File: src/rtl/puf_arb_pkg.sv
// Shared types and encodings for the PUF race arbiter.
package puf_arb_pkg;

    typedef enum logic [1:0] {
        IDLE  = 2'd0,
        ARMED = 2'd1,
        HOLD  = 2'd2
    } arb_state_e;

    localparam logic RESP_A_FIRST = 1'b0;
    localparam logic RESP_B_FIRST = 1'b1;

endpackage

File: src/rtl/puf_edge_sync.sv
// Per-bit synchroniser chain followed by a history flop; emits a one-cycle
// rise pulse for every 0->1 transition seen after synchronisation.
module puf_edge_sync #(
    parameter int SYNC_STAGES = 2,
    parameter int W           = 8
) (
    input  logic         clk,
    input  logic         rst,
    input  logic [W-1:0] din,
    output logic [W-1:0] rise
);

    logic [W-1:0] sync;
    logic [W-1:0] prev;

    generate
        if (SYNC_STAGES == 0) begin : g_direct
            assign sync = din;
        end else begin : g_sync
            logic [W-1:0] stage [SYNC_STAGES];

            // Shift the raw input through the synchroniser chain
            always_ff @(posedge clk or posedge rst) begin
                if (rst) begin
                    for (int unsigned i = 0; i < SYNC_STAGES; i++) begin
                        stage[i] <= '0;
                    end
                end else begin
                    stage[0] <= din;
                    for (int unsigned i = 1; i < SYNC_STAGES; i++) begin
                        stage[i] <= stage[i-1];
                    end
                end
            end

            assign sync = stage[SYNC_STAGES-1];
        end
    endgenerate

    // History flop runs in every state so a level already high at arm time is not an edge
    always_ff @(posedge clk or posedge rst) begin
        if (rst) begin
            prev <= '0;
        end else begin
            prev <= sync;
        end
    end

    assign rise = sync & ~prev;

endmodule

File: src/rtl/puf_race_arbiter.sv
// Multi-channel race arbiter: records per channel which race input rose first
// after arming, bounded by a timeout, and presents the word over valid/ready.
module puf_race_arbiter
    import puf_arb_pkg::*;
#(
    parameter int NUM_CH      = 8,
    parameter int SYNC_STAGES = 2,
    parameter int TIMEOUT     = 255
) (
    input  logic              clk,
    input  logic              rst,
    input  logic              start,
    input  logic [NUM_CH-1:0] race_a,
    input  logic [NUM_CH-1:0] race_b,
    output logic              busy,
    output logic [NUM_CH-1:0] resp,
    output logic [NUM_CH-1:0] tie,
    output logic [NUM_CH-1:0] done_mask,
    output logic              timeout,
    output logic              resp_valid,
    input  logic              resp_ready
);

    localparam int            CW       = $clog2(TIMEOUT + 1);
    localparam logic [CW-1:0] CNT_LAST = CW'(TIMEOUT - 1);

    arb_state_e        state;
    logic [CW-1:0]     cnt;
    logic [NUM_CH-1:0] rise_a;
    logic [NUM_CH-1:0] rise_b;
    logic [NUM_CH-1:0] resp_nxt;
    logic [NUM_CH-1:0] tie_nxt;
    logic [NUM_CH-1:0] done_nxt;

    puf_edge_sync #(
        .SYNC_STAGES (SYNC_STAGES),
        .W           (NUM_CH)
    ) u_sync_a (
        .clk  (clk),
        .rst  (rst),
        .din  (race_a),
        .rise (rise_a)
    );

    puf_edge_sync #(
        .SYNC_STAGES (SYNC_STAGES),
        .W           (NUM_CH)
    ) u_sync_b (
        .clk  (clk),
        .rst  (rst),
        .din  (race_b),
        .rise (rise_b)
    );

    // Per-channel decision for this cycle; decided channels are frozen
    always_comb begin
        resp_nxt = resp;
        tie_nxt  = tie;
        done_nxt = done_mask;
        for (int unsigned i = 0; i < NUM_CH; i++) begin
            if (!done_mask[i] && (rise_a[i] || rise_b[i])) begin
                done_nxt[i] = 1'b1;
                tie_nxt[i]  = rise_a[i] & rise_b[i];
                resp_nxt[i] = (rise_b[i] && !rise_a[i]) ? RESP_B_FIRST : RESP_A_FIRST;
            end
        end
    end

    // Control FSM with registered status outputs and result registers
    always_ff @(posedge clk or posedge rst) begin
        if (rst) begin
            state      <= IDLE;
            cnt        <= '0;
            busy       <= 1'b0;
            resp       <= '0;
            tie        <= '0;
            done_mask  <= '0;
            timeout    <= 1'b0;
            resp_valid <= 1'b0;
        end else begin
            case (state)
                IDLE: begin
                    if (start) begin
                        resp      <= '0;
                        tie       <= '0;
                        done_mask <= '0;
                        timeout   <= 1'b0;
                        cnt       <= '0;
                        busy      <= 1'b1;
                        state     <= ARMED;
                    end
                end
                ARMED: begin
                    cnt       <= cnt + CW'(1);
                    resp      <= resp_nxt;
                    tie       <= tie_nxt;
                    done_mask <= done_nxt;
                    if (&done_nxt) begin
                        resp_valid <= 1'b1;
                        state      <= HOLD;
                    end else if (cnt == CNT_LAST) begin
                        timeout    <= 1'b1;
                        resp_valid <= 1'b1;
                        state      <= HOLD;
                    end
                end
                HOLD: begin
                    if (resp_ready) begin
                        resp_valid <= 1'b0;
                        busy       <= 1'b0;
                        state      <= IDLE;
                    end
                end
                default: begin
                    state      <= IDLE;
                    busy       <= 1'b0;
                    resp_valid <= 1'b0;
                end
            endcase
        end
    end

endmodule

File: config.mk
export PLATFORM = sky130hd
export DESIGN_NAME = puf_race_arbiter
export DESIGN_NICKNAME = d
export VERILOG_FILES = /design/src/rtl/puf_arb_pkg.sv /design/src/rtl/puf_edge_sync.sv /design/src/rtl/puf_race_arbiter.sv
export SDC_FILE = /design/constraint.sdc
export NUM_CORES = 1
export LEC_CHECK = 0
export CAP_MARGIN = 20
export CORE_ASPECT_RATIO = 1.75
export CORE_MARGIN = 2
export CORE_UTILIZATION = 45
export CTS_BUF_LIST = sky130_fd_sc_hd__clkbuf_8 sky130_fd_sc_hd__clkbuf_16
export CTS_CLUSTER_DIAMETER = 150
export DETAILED_ROUTE_END_ITERATION = 8
export GPL_ROUTABILITY_DRIVEN = 1
export GPL_TIMING_DRIVEN = 0
export PLACE_DENSITY = 0.73
export SYNTH_ARGS = -nofsm -noshare
export SYNTH_HDL_FRONTEND = slang
export SYNTH_SLANG_ARGS = --single-unit
File: constraint.sdc
create_clock -name clk -period 3.3 [get_ports clk]
set_input_delay 0.33 -clock clk [delete_from_list [all_inputs] [get_ports clk]]
set_output_delay 0.33 -clock clk [all_outputs]
set_load 0.02 [all_outputs]
Word-level counts from Yosys, hierarchy flattened. Index checks and enable logic that the tools add are counted.

ROM bits: 0. Memories kept: 0. Bits in writable memories: 0. Output and inout bits: 27. Input bits: 20. Bits in latches: 0. Register bits: 85.

Add/sub/neg operators: 1. Muxes and demuxes: 51. Multipliers: 0. Bitwise operators: 14. $lt $le $gt $ge: 0. Reduce and logical (&&, ||, !) cells: 56. Shifts and indexed selects: 0. Divide/modulo/power cells: 0. Equal/unequal tests: 16.

Operators by type and width (count): $pmux 8 s2 (4); $mux 1 (38); $reduce_and 3->1 (11); $ne 2x2->1 const B (12); $and 8x8->8 (2); $logic_and 1x1->1 (16); $logic_not 1->1 (16); $not 8->8 (2); $add 8x1->8 const B (1); $and 1x1->1 (8); $eq 8x8->1 const B (1); $logic_or 1x1->1 (8); $mux 2 (4); $mux 8 (1); $reduce_and 8->1 (1); $pmux 1 s3 (2); $pmux 2 s3 (1); $reduce_and 4->1 (1); $ne 3x3->1 const B (1); $eq 2x1->1 const B (1); $eq 2x2->1 const B (1); $logic_not 2->1 (1); $not 1->1 (2); $pmux 1 s2 (1); other kinds (2) (2).

Logic depth before layout (Yosys ltp). Gate-level depths: netlist (run 1).

Depth in word-level cells: 8. Mapped depth: 6. Depth with buffers taken out: 6.

Hierarchy. Synthesis (run 1) repeated with hierarchy kept, for this count alone.

Cells, all modules: 250. Area, all modules: 3170.5 µm².

Modules (own cells, without submodules): puf_race_arbiter (area an instance 1741.7 µm², seq. area each 925.9 µm², instances 1, cells an instance 184); puf_edge_sync (area an instance 714.4 µm², seq. area each 600.6 µm², instances 2, cells an instance 33).

Worst setup path after synthesis (run 1). Ideal clock, no wire load.

Path type: reg-to-reg. Start point: register u_sync_a.prev[5]. End point: register timeout. Setup time: 0.122 ns. Data arrival time: 1.257 ns. Setup slack: 1.922 ns. Cell stages (with the launch flop): 6. Buffers on the path: 0. Clock period less this slack: 1.378 ns. Data required time: 3.178 ns. Path through: dfrtp_1 nand2b_1 nor3b_1 nor4_2 nand3_1 a32o_1.

Word-level cells in the longest chain between the ends: 8.

Ends and longest elaborated chain: start, declared (RTL line puf_edge_sync.sv:14) `logic [W-1:0] prev;`; start signal, assigned (RTL line puf_edge_sync.sv:45) `prev <= sync;`; $not 8->8 (RTL line puf_edge_sync.sv:49) `assign rise = sync & ~prev;`; $and 8x8->8 (RTL line puf_edge_sync.sv:49); $logic_or 1x1->1 (RTL line puf_race_arbiter.sv:61) `if (!done_mask[i] && (rise_a[i] || rise_b[i])) begin`; $logic_and 1x1->1 (RTL line puf_race_arbiter.sv:61); $mux 1 (RTL line puf_race_arbiter.sv:61); $reduce_and 8->1 (RTL line puf_race_arbiter.sv:98) `if (&done_nxt) begin`; $ne 2x2->1 (no source line); $reduce_and 4->1 (no source line); end signal, assigned (RTL line puf_race_arbiter.sv:78) `timeout <= 1'b0;`; end signal, assigned (RTL line puf_race_arbiter.sv:87) `timeout <= 1'b0;`; end signal, assigned (RTL line puf_race_arbiter.sv:102) `timeout <= 1'b1;`; end, declared (RTL line puf_race_arbiter.sv:19) `output logic timeout,`.

Every way passes these cells. A chain may end at the register's enable or synchronous reset.

Worst setup path in the final report (run 1).
Start point: input start. End point: register done_mask[3].

Word-level cells in the longest chain between the ends: 2.

Ends and longest elaborated chain: start, declared (RTL line puf_race_arbiter.sv:12) `input logic start,`; $ne 2x2->1 (no source line); $reduce_and 2->1 (no source line); end signal, assigned (RTL line puf_race_arbiter.sv:97) `done_mask <= done_nxt;`; end, declared (RTL line puf_race_arbiter.sv:18) `output logic [NUM_CH-1:0] done_mask,`.

Every way passes these cells.

==> results.sh, run 1 <==
export IMPL_ys_warnings_count=0
export IMPL_tightest_slew_ps=893.7
export IMPL_cpPeakStageDelay_ps=750
export IMPL_syn_inst=235
export IMPL_hpwl_um=3863
export IMPL_path_class="in2reg"
export IMPL_gr_total_overflow=0
export IMPL_dr_pass1_iters=4
export IMPL_grt_pass1_vias=1962
export IMPL_cts_tree="built"
export IMPL_hold_violations=0
export IMPL_power_switching_mw=1.096
export IMPL_fmax_mhz=536.1
export IMPL_grt_pass1_wl_um=9080
export IMPL_vias_per_cell=5.145
export IMPL_slowest_stage="nor3b_1"
export IMPL_p_sw_frac=0.3236
export IMPL_power_density_nw_per_um2=864.8
export IMPL_layout_min_cycle_time_ps=1865
export IMPL_intPower_mw=2.290
export IMPL_htreeDepth=3
export IMPL_syn_nets=257
export IMPL_die_w_um=66.01
export IMPL_regArea_um2=2127
export IMPL_wl_per_cell_um=14.70
export IMPL_die_y_um=112.5
export IMPL_clk_root_buffer_cell="clkbuf_16"
export IMPL_core_um2=6539
export IMPL_cts_buffers=9
export IMPL_drv_slew=0
export IMPL_max_slew_margin=0.4029
export IMPL_diodes=0
export IMPL_floorplan_initialDensity=0.4631
export IMPL_vias=1950
export IMPL_yosysSeqAreaShare=0.7025
export IMPL_cts_hold_buffers_added=0
export IMPL_post_cts_buffers=0
export IMPL_drc=0
export IMPL_crit_path_max_fanout=10
export IMPL_setup_viol=0
export IMPL_synth_flop_cell="dfrtp_1"
export IMPL_die_area_um2=7426
export IMPL_port_buffers=46
export IMPL_postCtsResizedCells=0
export IMPL_place_area_um2=3621
export IMPL_synth_top_area_cell="dfrtp_1"
export IMPL_drive_above_1_share=0.08081
export IMPL_p_leak_nw=1.721
export IMPL_synth_avg_cell_area_um2=12.88
export IMPL_totalPowerFinal_mw=3.386
export IMPL_synthDistinctLibCells=35
export IMPL_area_delta_synth_final_pct=29.30
export IMPL_layout_nets=315
export IMPL_grt_max_degree=74
export IMPL_place_gp_congestion=0.8349
export IMPL_io_pins=47
export IMPL_synth_area_um2=3028
export IMPL_rsz0062_at_grt="no"
export IMPL_worstSetupStartpointType="primary input"
export IMPL_finish_instance_area_um2=3915
export IMPL_totalWireLength_um=5570
export IMPL_async_reset_ff_frac=1.000
export IMPL_rows=39
export IMPL_maxCapViolCount=0
export IMPL_arrival_ps=2080
export IMPL_combPwrFrac=0.300
export IMPL_min_path_type="in2async"
export IMPL_hold_ws_ps=262.4
export IMPL_synth_edf_count=0
export IMPL_antenna_found_initial=0
export IMPL_multiInputGateArea_um2=849.6
export IMPL_ys_ff_latch=85
export IMPL_synth_top_cell_area_share=0.7025
export IMPL_synth_area_leaders="dfrtp_1, nor2_1, nand2b_1"
export IMPL_yosysMostFrequentCell="dfrtp_1"
export IMPL_clkPwrFrac=0.287
export IMPL_finClkSkew_ps=5.837
export IMPL_status="finished, final reports clean"
export IMPL_grt_usage=0.1692
export IMPL_post_route_period_util=0.5653
export IMPL_cts_buffer_depth=2
export IMPL_clk_pin_slew_ps=50
export IMPL_drt_initial_drc_count=63
export IMPL_fillers=536
export IMPL_crit_path_cell_trace="clkdlybuf4s50_1 -> nor3b_1 -> buf_2 -> nor2_1"
export IMPL_synth_common_cells="dfrtp_1, nor2_1, nand2b_1, a21oi_1, nand2_1"
export IMPL_end_kind="flop"
export IMPL_numClockSinks=85
export IMPL_worstPathRequired_ps=3510
export IMPL_p_seq_frac=0.413
export IMPL_peakVddDrop_v=0.0006846
export IMPL_insertion_delay_ps=330
export IMPL_ant_nets=0
## flip-flops by register name, summed over array words and instances (netlist names)
register	count
timeout	1
u_sync_b.prev	8
tie	8
resp_valid	1
state	2
u_sync_a.prev	8
cnt	8
u_sync_a.g_sync.stage	8
u_sync_b.g_sync.stage	8
busy	1
u_sync_b.sync	8
u_sync_a.sync	8
done_mask	8
resp	8
## worst max-delay path: cells and delay by family
family / cells / cell delay (ps)
buffers and inverters: 2 / 910
and+or+nand+nor: 2 / 830
## cell type report
type                       count  area share
buffer                         5    0.007351
clock buffer                  11     0.06456
clock inverter                 4     0.01055
inverter                       6    0.006392
multi-input combinational    139      0.2170
sequential                    85      0.5433
tap                           82     0.02621
timing repair buffer          47      0.1246
## cell usage in the layout (no fill, tap or decap), types with 2 or more instances in the layout
cell type / count
a21oi_1: 11
xor2_1: 4
a32o_1: 9
inv_1: 8
a22oi_1: 8
nand2_1: 11
clkdlybuf4s50_1: 46
buf_2: 2
o21ai_0: 4
nand4_1: 2
o22ai_1: 3
nor2_1: 29
ha_1: 2
or3_1: 2
buf_4: 2
nor2b_1: 10
nor3_1: 8
nor3b_1: 4
nand3_1: 2
nand2b_1: 15
dfrtp_1: 85
clkbuf_16: 9
o22a_1: 2
clkbuf_8: 2
## through the flow
| stage | utilization | setup slack [ps] | instances | TNS (ps) |
|---|---|---|---|---|
| 3_3_place_gp | 0.5492 | -380.2 | 363 | -31760 |
| 5_1_grt | 0.5987 | 1316 | 379 | 0 |
| 4_1_cts | 0.5987 | 1452 | 379 | 0 |
| 3_5_place_dp | 0.5538 | 1099 | 364 | 0 |
| 2_1_floorplan | - | 776.5 | 235 | 0 |
| 6_report | 0.5987 | 1435 | 379 | 0 |
## per-layer routing
metal | GRT usage | vias to the layer above | wire length [µm]
met5 | 0 | - | 0
met4 | 0.1293 | 0 | 233
met3 | 0.04509 | 17 | 255
met2 | 0.2721 | 49 | 2804
met1 | 0.1855 | 955 | 2277
li1 | - | 929 | -
## cells by family after synthesis
kind of cell,Yosys count,synth area share
AND/OR/NAND/NOR,92,0.1636
flip-flops,85,0.7025
AO/OA/AOI/OAI,40,0.09381
buffers and inverters,11,0.01694
XOR/XNOR,4,0.01157
adder cells (fa/ha/maj),2,0.008263
multiplexers,1,0.003306
## path summary, 6_finish.rpt
kind	slack, ps	depth (start not counted)	start	to
worst max-delay path	1430	4	start	done_mask[3]$_DFFE_PP0P_
worst max register to register	1470	4	state[0]$_DFFE_PP0P_	done_mask[3]$_DFFE_PP0P_
min in group clk	350	0	u_sync_a.g_sync.stage[8]$_DFF_PP0_	u_sync_a.sync[0]$_DFF_PP0_
worst min-delay path	260	2	rst	u_sync_b.prev[1]$_DFF_PP0_
max in group asynchronous	2460	3	rst	u_sync_a.g_sync.stage[8]$_DFF_PP0_
worst min register to register	350	0	u_sync_a.g_sync.stage[8]$_DFF_PP0_	u_sync_a.sync[0]$_DFF_PP0_
## power groups by stage
stage                     clock (mW)  sequential (mW)  combinational, mW
final                          0.971             1.40               1.02
after global routing            1.03             1.43               1.11
after CTS                      0.997             1.40               1.03
after detailed placement           0             1.42               1.02
after global placement             0             1.41               1.00
after floorplan                    0             1.53              0.458
Note: power is estimated with default switching activity, not from simulation.
==> run 2, diff against run 1 <==
==> constraint.sdc (replaced) <==
create_clock -name clk -period 1.8 [get_ports clk]
set_input_delay 0.18 -clock clk [delete_from_list [all_inputs] [get_ports clk]]
set_output_delay 0.18 -clock clk [all_outputs]
set_load 0.02 [all_outputs]
==> run 2 against run 1 <==
Clock skew rose by 1.1 ps. Combinational power rose by 86%. Largest power group unchanged. Clock-buffer cell count rose by 2. Hold slack got worse by 16 ps. Non-clock buffer count rose by 3.
==> results.sh, run 2 (synthesized netlist as in run 1, its figures left out) <==
export IMPL_grt_pass1_wl_um=9653
export IMPL_tightest_slew_ps=560.1
export IMPL_final_util=0.6037
export IMPL_finClkSkew_ps=6.929
export IMPL_tns_ps=0
export IMPL_cts_hold_buffers_added=0
export IMPL_fmax_mhz=626.8
export IMPL_finish_instance_area_um2=3948
export IMPL_crit_path_max_fanout=5
export IMPL_insertion_delay_ps=330
export IMPL_layout_min_cycle_time_ps=1596
export IMPL_crit_path_cell_trace="clkdlybuf4s50_1"
export IMPL_grt_pass1_vias=2096
export IMPL_max_slew_margin=0.6258
export IMPL_port_buffers=46
export IMPL_status="finished, final reports clean"
export IMPL_cts_tree="built"
export IMPL_path_class="reg2out"
export IMPL_setup_viol=0
export IMPL_end_kind="output port"
export IMPL_crit_buf_inv=1
export IMPL_io_pins=47
export IMPL_worstPathRequired_ps=1620
export IMPL_busiest_layer="met2"
export IMPL_grt_max_degree=39
export IMPL_totalWireLength_um=5800
export IMPL_totalPowerFinal_mw=6.190
export IMPL_cpPeakStageDelay_ps=640
export IMPL_numClockSinks=85
export IMPL_clk_root_buffer_cell="clkbuf_16"
export IMPL_fillers=547
export IMPL_die_area_um2=7426
export IMPL_drc=0
export IMPL_place_area_um2=3642
export IMPL_cp_top_family="buffers and inverters"
export IMPL_slowest_stage="clkdlybuf4s50_1"
export IMPL_drive_above_1_share=0.1003
export IMPL_cts_buffers=9
export IMPL_floorplan_initialDensity=0.4631
export IMPL_use_met3=0.06814
export IMPL_regArea_um2=2127
export IMPL_post_route_period_util=0.8864
export IMPL_diodes=0
export IMPL_maxCapViolCount=0
export IMPL_drt_initial_drc_count=49
export IMPL_htreeDepth=3
export IMPL_grt_usage=0.1792
export IMPL_dr_pass1_iters=4
export IMPL_die_w_um=66.01
export IMPL_area_delta_synth_final_pct=30.37
export IMPL_power_density_nw_per_um2=1568
export IMPL_drv_slew=0
export IMPL_cts_buffer_depth=2
export IMPL_use_met1=0.2022
export IMPL_p_leak_nw=1.725
export IMPL_layout_nets=318
export IMPL_peakVddDrop_v=0.0009763
export IMPL_mostFrequentLayoutCells="dfrtp_1, clkdlybuf4s50_1, nor2_1"
export IMPL_core_um2=6539
export IMPL_min_path_type="in2async"
export IMPL_rows=39
export IMPL_place_gp_congestion=0.7880
export IMPL_gr_total_overflow=0
export IMPL_ant_nets=0
export IMPL_layout_commonest_cell="dfrtp_1"
export IMPL_multiInputGateArea_um2=854.6
export IMPL_setup_ws_ps=204.5
export IMPL_rsz0062_at_grt="no"
export IMPL_hold_violations=0
export IMPL_hpwl_um=4066
export IMPL_clk_pin_slew_ps=60
export IMPL_wl_per_cell_um=15.22
export IMPL_grtUsageMet2=0.2909
export IMPL_die_y_um=112.5
export IMPL_vias=1980
export IMPL_arrival_ps=1420
export IMPL_vias_per_cell=5.197
export IMPL_post_place_ws_ps=-190.5
export IMPL_antenna_found_initial=0
export IMPL_worstSetupStartpointType="flop"
run 2: area by class of cell:
type / instances / area share
timing repair buffer: 50 / 0.1325
clock inverter: 1 / 0.001268
sequential: 85 / 0.5388
inverter: 6 / 0.006656
buffer: 5 / 0.007290
tap: 82 / 0.02599
clock buffer: 13 / 0.07100
multi-input combinational: 139 / 0.2165
run 2: final timing paths:
path,to,startpoint,depth (start not counted),slack (ps)
min in group clk,u_sync_a.g_sync.stage[15]$_DFF_PP0_,race_a[7],1,280
max in group asynchronous,u_sync_a.prev[1]$_DFF_PP0_,rst,4,810
hold / removal,u_sync_b.sync[5]$_DFF_PP0_,rst,2,250
setup reg to reg,tie[4]$_DFFE_PP0P_,state[1]$_DFFE_PP0P_,5,220
hold reg to reg,u_sync_a.sync[1]$_DFF_PP0_,u_sync_a.g_sync.stage[9]$_DFF_PP0_,0,350
setup / recovery,done_mask[7],done_mask[7]$_DFFE_PP0P_,1,200
run 2: layer usage:
metal | up-vias | wire [µm]
met5 | - | 0
met4 | 0 | 171
met3 | 13 | 184
met2 | 39 | 3110
met1 | 1000 | 2334
li1 | 928 | -
run 2: power breakdown:
group	leakage, nW	switching [mW]	internal (mW)
clock	0.144	0.655	1.07
combinational	0.547	1.06	0.839
sequential	1.03	0.317	2.26
total	1.73	2.03	4.16
run 2: metrics by stage:
stage | hold slack, ps | std cells
2_1_floorplan | 211.4 | 235
3_3_place_gp | 332.4 | 363
3_5_place_dp | 334.7 | 365
4_1_cts | 256.3 | 379
5_1_grt | 269.7 | 381
6_report | 246.7 | 381
run 2: repair_timing:
| item | in CTS | in global routing |
|---|---|---|
| endpoints found under the setup margin | 0 | 17 |
| buffers inserted | 0 | 2 |
| resized for setup | 0 | 1 |
